===== src/rtl/dmem_byte_responder.sv =====
// rtl/dmem_byte_responder.sv - word-access responder over a byte-wide data memory
//
// Serves 32-bit little-endian word reads/writes from a 2**ADDR_W x 8 storage
// array, one byte per cycle. Misaligned requests are answered with an error
// pulse and never touch storage.
//
// Ports:
//   clk       system clock, rising edge
//   rst_n     asynchronous reset, active low
//   req       request strobe, sampled only in IDLE
//   we        1 = word write, 0 = word read (sampled with req)
//   memaddr   byte address of the word (sampled with req)
//   wdata     write data (sampled with req)
//   rdata     last completed read word
//   ack       one-cycle completion pulse
//   busy      high from the accept edge until the edge returning to IDLE
//   addr_err  one-cycle misaligned-request flag, coincident with ack

module dmem_byte_responder #(
  parameter int ADDR_W = 8,
  parameter int DATA_W = 32
) (
  input  logic              clk,
  input  logic              rst_n,
  input  logic              req,
  input  logic              we,
  input  logic [ADDR_W-1:0] memaddr,
  input  logic [DATA_W-1:0] wdata,
  output logic [DATA_W-1:0] rdata,
  output logic              ack,
  output logic              busy,
  output logic              addr_err
);

  typedef enum logic [1:0] {
    IDLE = 2'd0,
    XFER = 2'd1,
    RESP = 2'd2
  } state_t;

  state_t              state_q,  state_d;
  logic [1:0]          beat_q,   beat_d;
  logic [ADDR_W-1:0]   addr_q,   addr_d;
  logic                we_q,     we_d;
  logic                err_q,    err_d;
  logic [DATA_W-1:0]   wdata_q,  wdata_d;
  logic [DATA_W-1:0]   shadow_q, shadow_d;
  logic [DATA_W-1:0]   rdata_q,  rdata_d;

  // Storage is deliberately not reset: contents must survive rst_n.
  logic [7:0]          mem_q [0:(1<<ADDR_W)-1];
  logic                mem_we;
  logic [ADDR_W-1:0]   mem_addr;
  logic [7:0]          mem_wbyte;

  always_comb begin
    state_d   = state_q;
    beat_d    = beat_q;
    addr_d    = addr_q;
    we_d      = we_q;
    err_d     = err_q;
    wdata_d   = wdata_q;
    shadow_d  = shadow_q;
    rdata_d   = rdata_q;
    mem_we    = 1'b0;
    // Alignment guarantees addr_q + beat never wraps past the top byte.
    mem_addr  = addr_q + ADDR_W'(beat_q);
    mem_wbyte = wdata_q[8*beat_q +: 8];

    case (state_q)
      IDLE: begin
        if (req) begin
          addr_d  = memaddr;
          we_d    = we;
          wdata_d = wdata;
          beat_d  = 2'd0;
          if (memaddr[1:0] == 2'b00) begin
            err_d   = 1'b0;
            state_d = XFER;
          end else begin
            err_d   = 1'b1;
            state_d = RESP;
          end
        end
      end
      XFER: begin
        if (we_q) begin
          mem_we = 1'b1;
        end else begin
          shadow_d[8*beat_q +: 8] = mem_q[mem_addr];
        end
        if (beat_q == 2'd3) begin
          state_d = RESP;
          // Publish including the final byte so rdata is valid alongside ack.
          if (!we_q) begin
            rdata_d = shadow_d;
          end
        end else begin
          beat_d = beat_q + 2'd1;
        end
      end
      RESP: begin
        state_d = IDLE;
      end
      default: begin
        state_d = IDLE;
      end
    endcase
  end

  always_ff @(posedge clk or negedge rst_n) begin
    if (!rst_n) begin
      state_q  <= IDLE;
      beat_q   <= 2'd0;
      addr_q   <= '0;
      we_q     <= 1'b0;
      err_q    <= 1'b0;
      wdata_q  <= '0;
      shadow_q <= '0;
      rdata_q  <= '0;
    end else begin
      state_q  <= state_d;
      beat_q   <= beat_d;
      addr_q   <= addr_d;
      we_q     <= we_d;
      err_q    <= err_d;
      wdata_q  <= wdata_d;
      shadow_q <= shadow_d;
      rdata_q  <= rdata_d;
    end
  end

  always_ff @(posedge clk) begin
    if (mem_we) begin
      mem_q[mem_addr] <= mem_wbyte;
    end
  end

  assign rdata    = rdata_q;
  assign ack      = (state_q == RESP);
  assign busy     = (state_q != IDLE);
  assign addr_err = (state_q == RESP) && err_q;

endmodule


===== config.mk =====
export PLATFORM = sky130hd
export DESIGN_NAME = dmem_byte_responder
export DESIGN_NICKNAME = d
export VERILOG_FILES = /design/src/rtl/dmem_byte_responder.sv
export SDC_FILE = /design/constraint.sdc
export NUM_CORES = 2
export LEC_CHECK = 0
export BUFFER_PORTS_ARGS = -buffer_cell sky130_fd_sc_hd__buf_2
export CORE_MARGIN = 5
export CORE_UTILIZATION = 35
export CTS_BUF_LIST = sky130_fd_sc_hd__clkbuf_4
export DETAILED_ROUTE_END_ITERATION = 16
export HOLD_SLACK_MARGIN = 0.02
export PLACE_DENSITY_LB_ADDON = 0.3
export SLEW_MARGIN = 15
export SYNTH_ARGS = -nofsm -noshare
export SYNTH_HDL_FRONTEND = slang
export SYNTH_SLANG_ARGS = --single-unit

===== constraint.sdc =====
create_clock -name clk -period 4.5 [get_ports clk]
set_clock_uncertainty 0.15 [all_clocks]
set_input_delay 0.45 -clock clk [delete_from_list [all_inputs] [get_ports clk]]
set_output_delay 0.45 -clock clk [all_outputs]
set_load 0.05 [all_outputs]

==> results.ini <==
[final_layout]
layout_common_cells=edfxtp_1 (2048), clkbuf_4 (814), buf_4 (653)
syn_to_final_growth_pct=21.6
final_cells=9185
design_area_um2=103000
final_common_cell=edfxtp_1
nFillCells=21400
multi_input_area_um2=19800
final_layout_size_suffix_gt1_share_pct=38.9
seq_area_um2=64300
fin_nets=5678

[clock_network]
htree_levels=6
cts_buffers=564
cts_tree=built
cts.clk_slew.worst_paths_ns=0.06
cts-root-buf=clkbuf_4
clock_sinks=2158
cts.path.max_buffers=4
clk_latency_ns=1.35

[placement]
dp_hpwl_um=157000
dp_cells=8068
portBuffers=78
gp_congestion=0.868
place_area_um2=94100

[drt]
initialDrtViolationCount=5163
via_per_inst=5.34
dr.pass1.iters=5
routed_wl_um=248000
ant_nets=0
via_count=49063
post_drt_wl_per_cell_um=27.0
drc=0

[global_routing]
grt_max_degree=145
grt_use_total_pct=19.4
grt_pass1_wl_um=358000
grt_pass1_vias=50315
antenna_found_initial=4
overflow=0

[yosys]
ys_types=79
synth_compound_gate_area_share_pct=3.36
synth_seq_cells=2158
syn_area_per_cell_um2=19.5
synth_edf_count=2048
synth-adder-area-share_pct=0.141
netlist.top_cell.by_area=edfxtp_1
synth_top_family_by_area=multiplexers
synthesis.area_um2=85100
netlist_top_cells_area=edfxtp_1 (72%), mux4_2 (12%), dfrtp_1 (3.2%), nor2_1 (1.5%), nand2_1 (1.4%)
netlist_instances=4362
synth_warnings=0
synthFlopType=edfxtp_1
ys_seq_area_share_pct=75.5
synth_top_area_share_pct=72.3
synthXorXnorAreaFrac_pct=0.0926
synthMuxAreaShare_pct=14.3
syn-num-nets=4415
synthSimpleGateAreaFrac_pct=4.62
async_reset_ff_share_pct=5.10

[floorplan]
die_x_um=503
initial_core_util_pct=35.1
rows=181
ios=79
core_um2=243000
fp.dieH_um=503
die_area_um2=253000

[sta]
slew_violations=0
fin_crit_sh_pct=99.5
hold_violations=0
max_freq_mhz=223
tightest_slew_ns=1.11
finalSetupViolCount=0
timing.slew.headroom_pct=25.5
period_needed_ns=4.48
rsz0062_at_grt=yes

[worst_setup_path]
startpoint_type=flop
critPathArrivalTime_ns=5.55
required_ns=5.57
critPathCaptureType=flop
path_class=reg -> reg
cp_max_fo=13

[pwr]
vdd_drop_max_mv=0.684
powerDensity_nw_per_um2=835
p_leak_nw=35.3

[status]
outcome=finished, final reports clean

[run]
maxCapViolCount=0

[hold_path]
hold_path.class=reg -> reg

[layout make-up]
cell class                 instances  area share [%]
multi-input combinational       1923            19.2
tap                             3202            3.87
clock buffer                     814            5.91
antenna                            5          0.0121
sequential                      2158            62.1
clock inverter                   105           0.451
inverter                           6          0.0218
timing repair buffer             972            8.48
[path summary, 6_finish.rpt]
check                       startpoint      endpoint  slack (ns)  cells past startpoint
setup / recovery             addr_q[0]      rdata[4]        0.02                     16
hold / removal             shadow_q[1]   shadow_q[1]        0.33                      2
setup reg to reg             addr_q[0]      rdata[4]        0.02                     16
hold reg to reg            shadow_q[1]   shadow_q[1]        0.33                      2
max in group asynchronous        rst_n  shadow_q[18]        3.17                      5
min in group asynchronous        rst_n  shadow_q[29]        0.67                      5
[worst max-delay path, cell delays in order (launching register included)]
cell and delay [ns]:
dfrtp_1 0.41, ha_4 0.18, fa_4 0.78, buf_12 0.17, buf_16 0.18, mux4_2 0.50
mux2_2 0.33, a221oi_2 0.31, buf_4 0.15, o21ai_1 0.05, buf_4 0.20, nand4_1 0.18
buf_4 0.16, nor4_4 0.05, buf_6 0.14, a221oi_1 0.27, nor2_1 0.08
[report_power, final]
part	leakage, nW	switching (mW)	internal (mW)	total [mW]
Clock	3.99	7.76	8.34	16.1
Combinational	11.4	25.1	17.7	42.8
Sequential	19.8	0.318	27.1	27.5
Total	35.3	33.2	53.2	86.3
[synth_stat cells, types with 18 or more instances]
cell / instances
a32oi_1: 37
mux4_2: 468
mux2_2: 47
nand4_1: 28
mux2i_1: 107
o21ai_0: 35
nor2_1: 347
dfrtp_1: 110
clkbuf_1: 98
a221oi_1: 18
buf_4: 69
nand2_1: 314
buf_2: 53
a21oi_1: 58
a22o_1: 40
a22oi_1: 80
edfxtp_1: 2048
buf_6: 39
nand3_1: 97
[sequential cells by signal (all words and copies together), names as in the netlist]
name	flops
we_q	1
rdata	32
addr_q	8
mem_q	2048
state_q	2
wdata_q	32
beat_q	2
err_q	1
shadow_q	32
[per-stage QoR]
stage,total power [mW],utilization (%),hold WS (ns),TNS (ns),worst slack [ns]
finish,86.3,42.7,0.332,0,0.0208
CTS,85.9,42.4,0.242,-0.168,-0.0458
global placement,67.0,38.8,0.313,-9.81,-0.514
floorplan,50.0,-,0.00441,0,0.589
detailed placement,67.4,38.8,0.320,-11.74,-0.507
global route,90.0,42.7,0.353,-0.168,-0.0252
[timing repair]
| action | in CTS | in global routing |
|---|---|---|
| gates resized for setup | 84 | 72 |
| setup buffers | 29 | 29 |
| hold buffers | 131 | 0 |
| gates cloned | 4 | 1 |
| pin swaps | 26 | 22 |
| endpoints found under the hold margin | 156 | 0 |
| setup endpoints to repair | 66 | 118 |
[per-layer routing]
layer | global-route usage [%] | routed length (µm) | vias to the layer above
met3 | 4.78 | 22500 | 435
li1 | - | - | 20629
met4 | 7.19 | 8430 | 2
met2 | 30.8 | 117000 | 2463
met5 | 0 | 13 | -
met1 | 26.0 | 100000 | 25534
[kinds of logic after synthesis]
family,after synthesis
flops,2158
simple gates,901
mux,622
compound gates,385
buf+inv,281
fa+ha+maj,9
xor+xnor,6
Power figures use the tool's default switching activity.
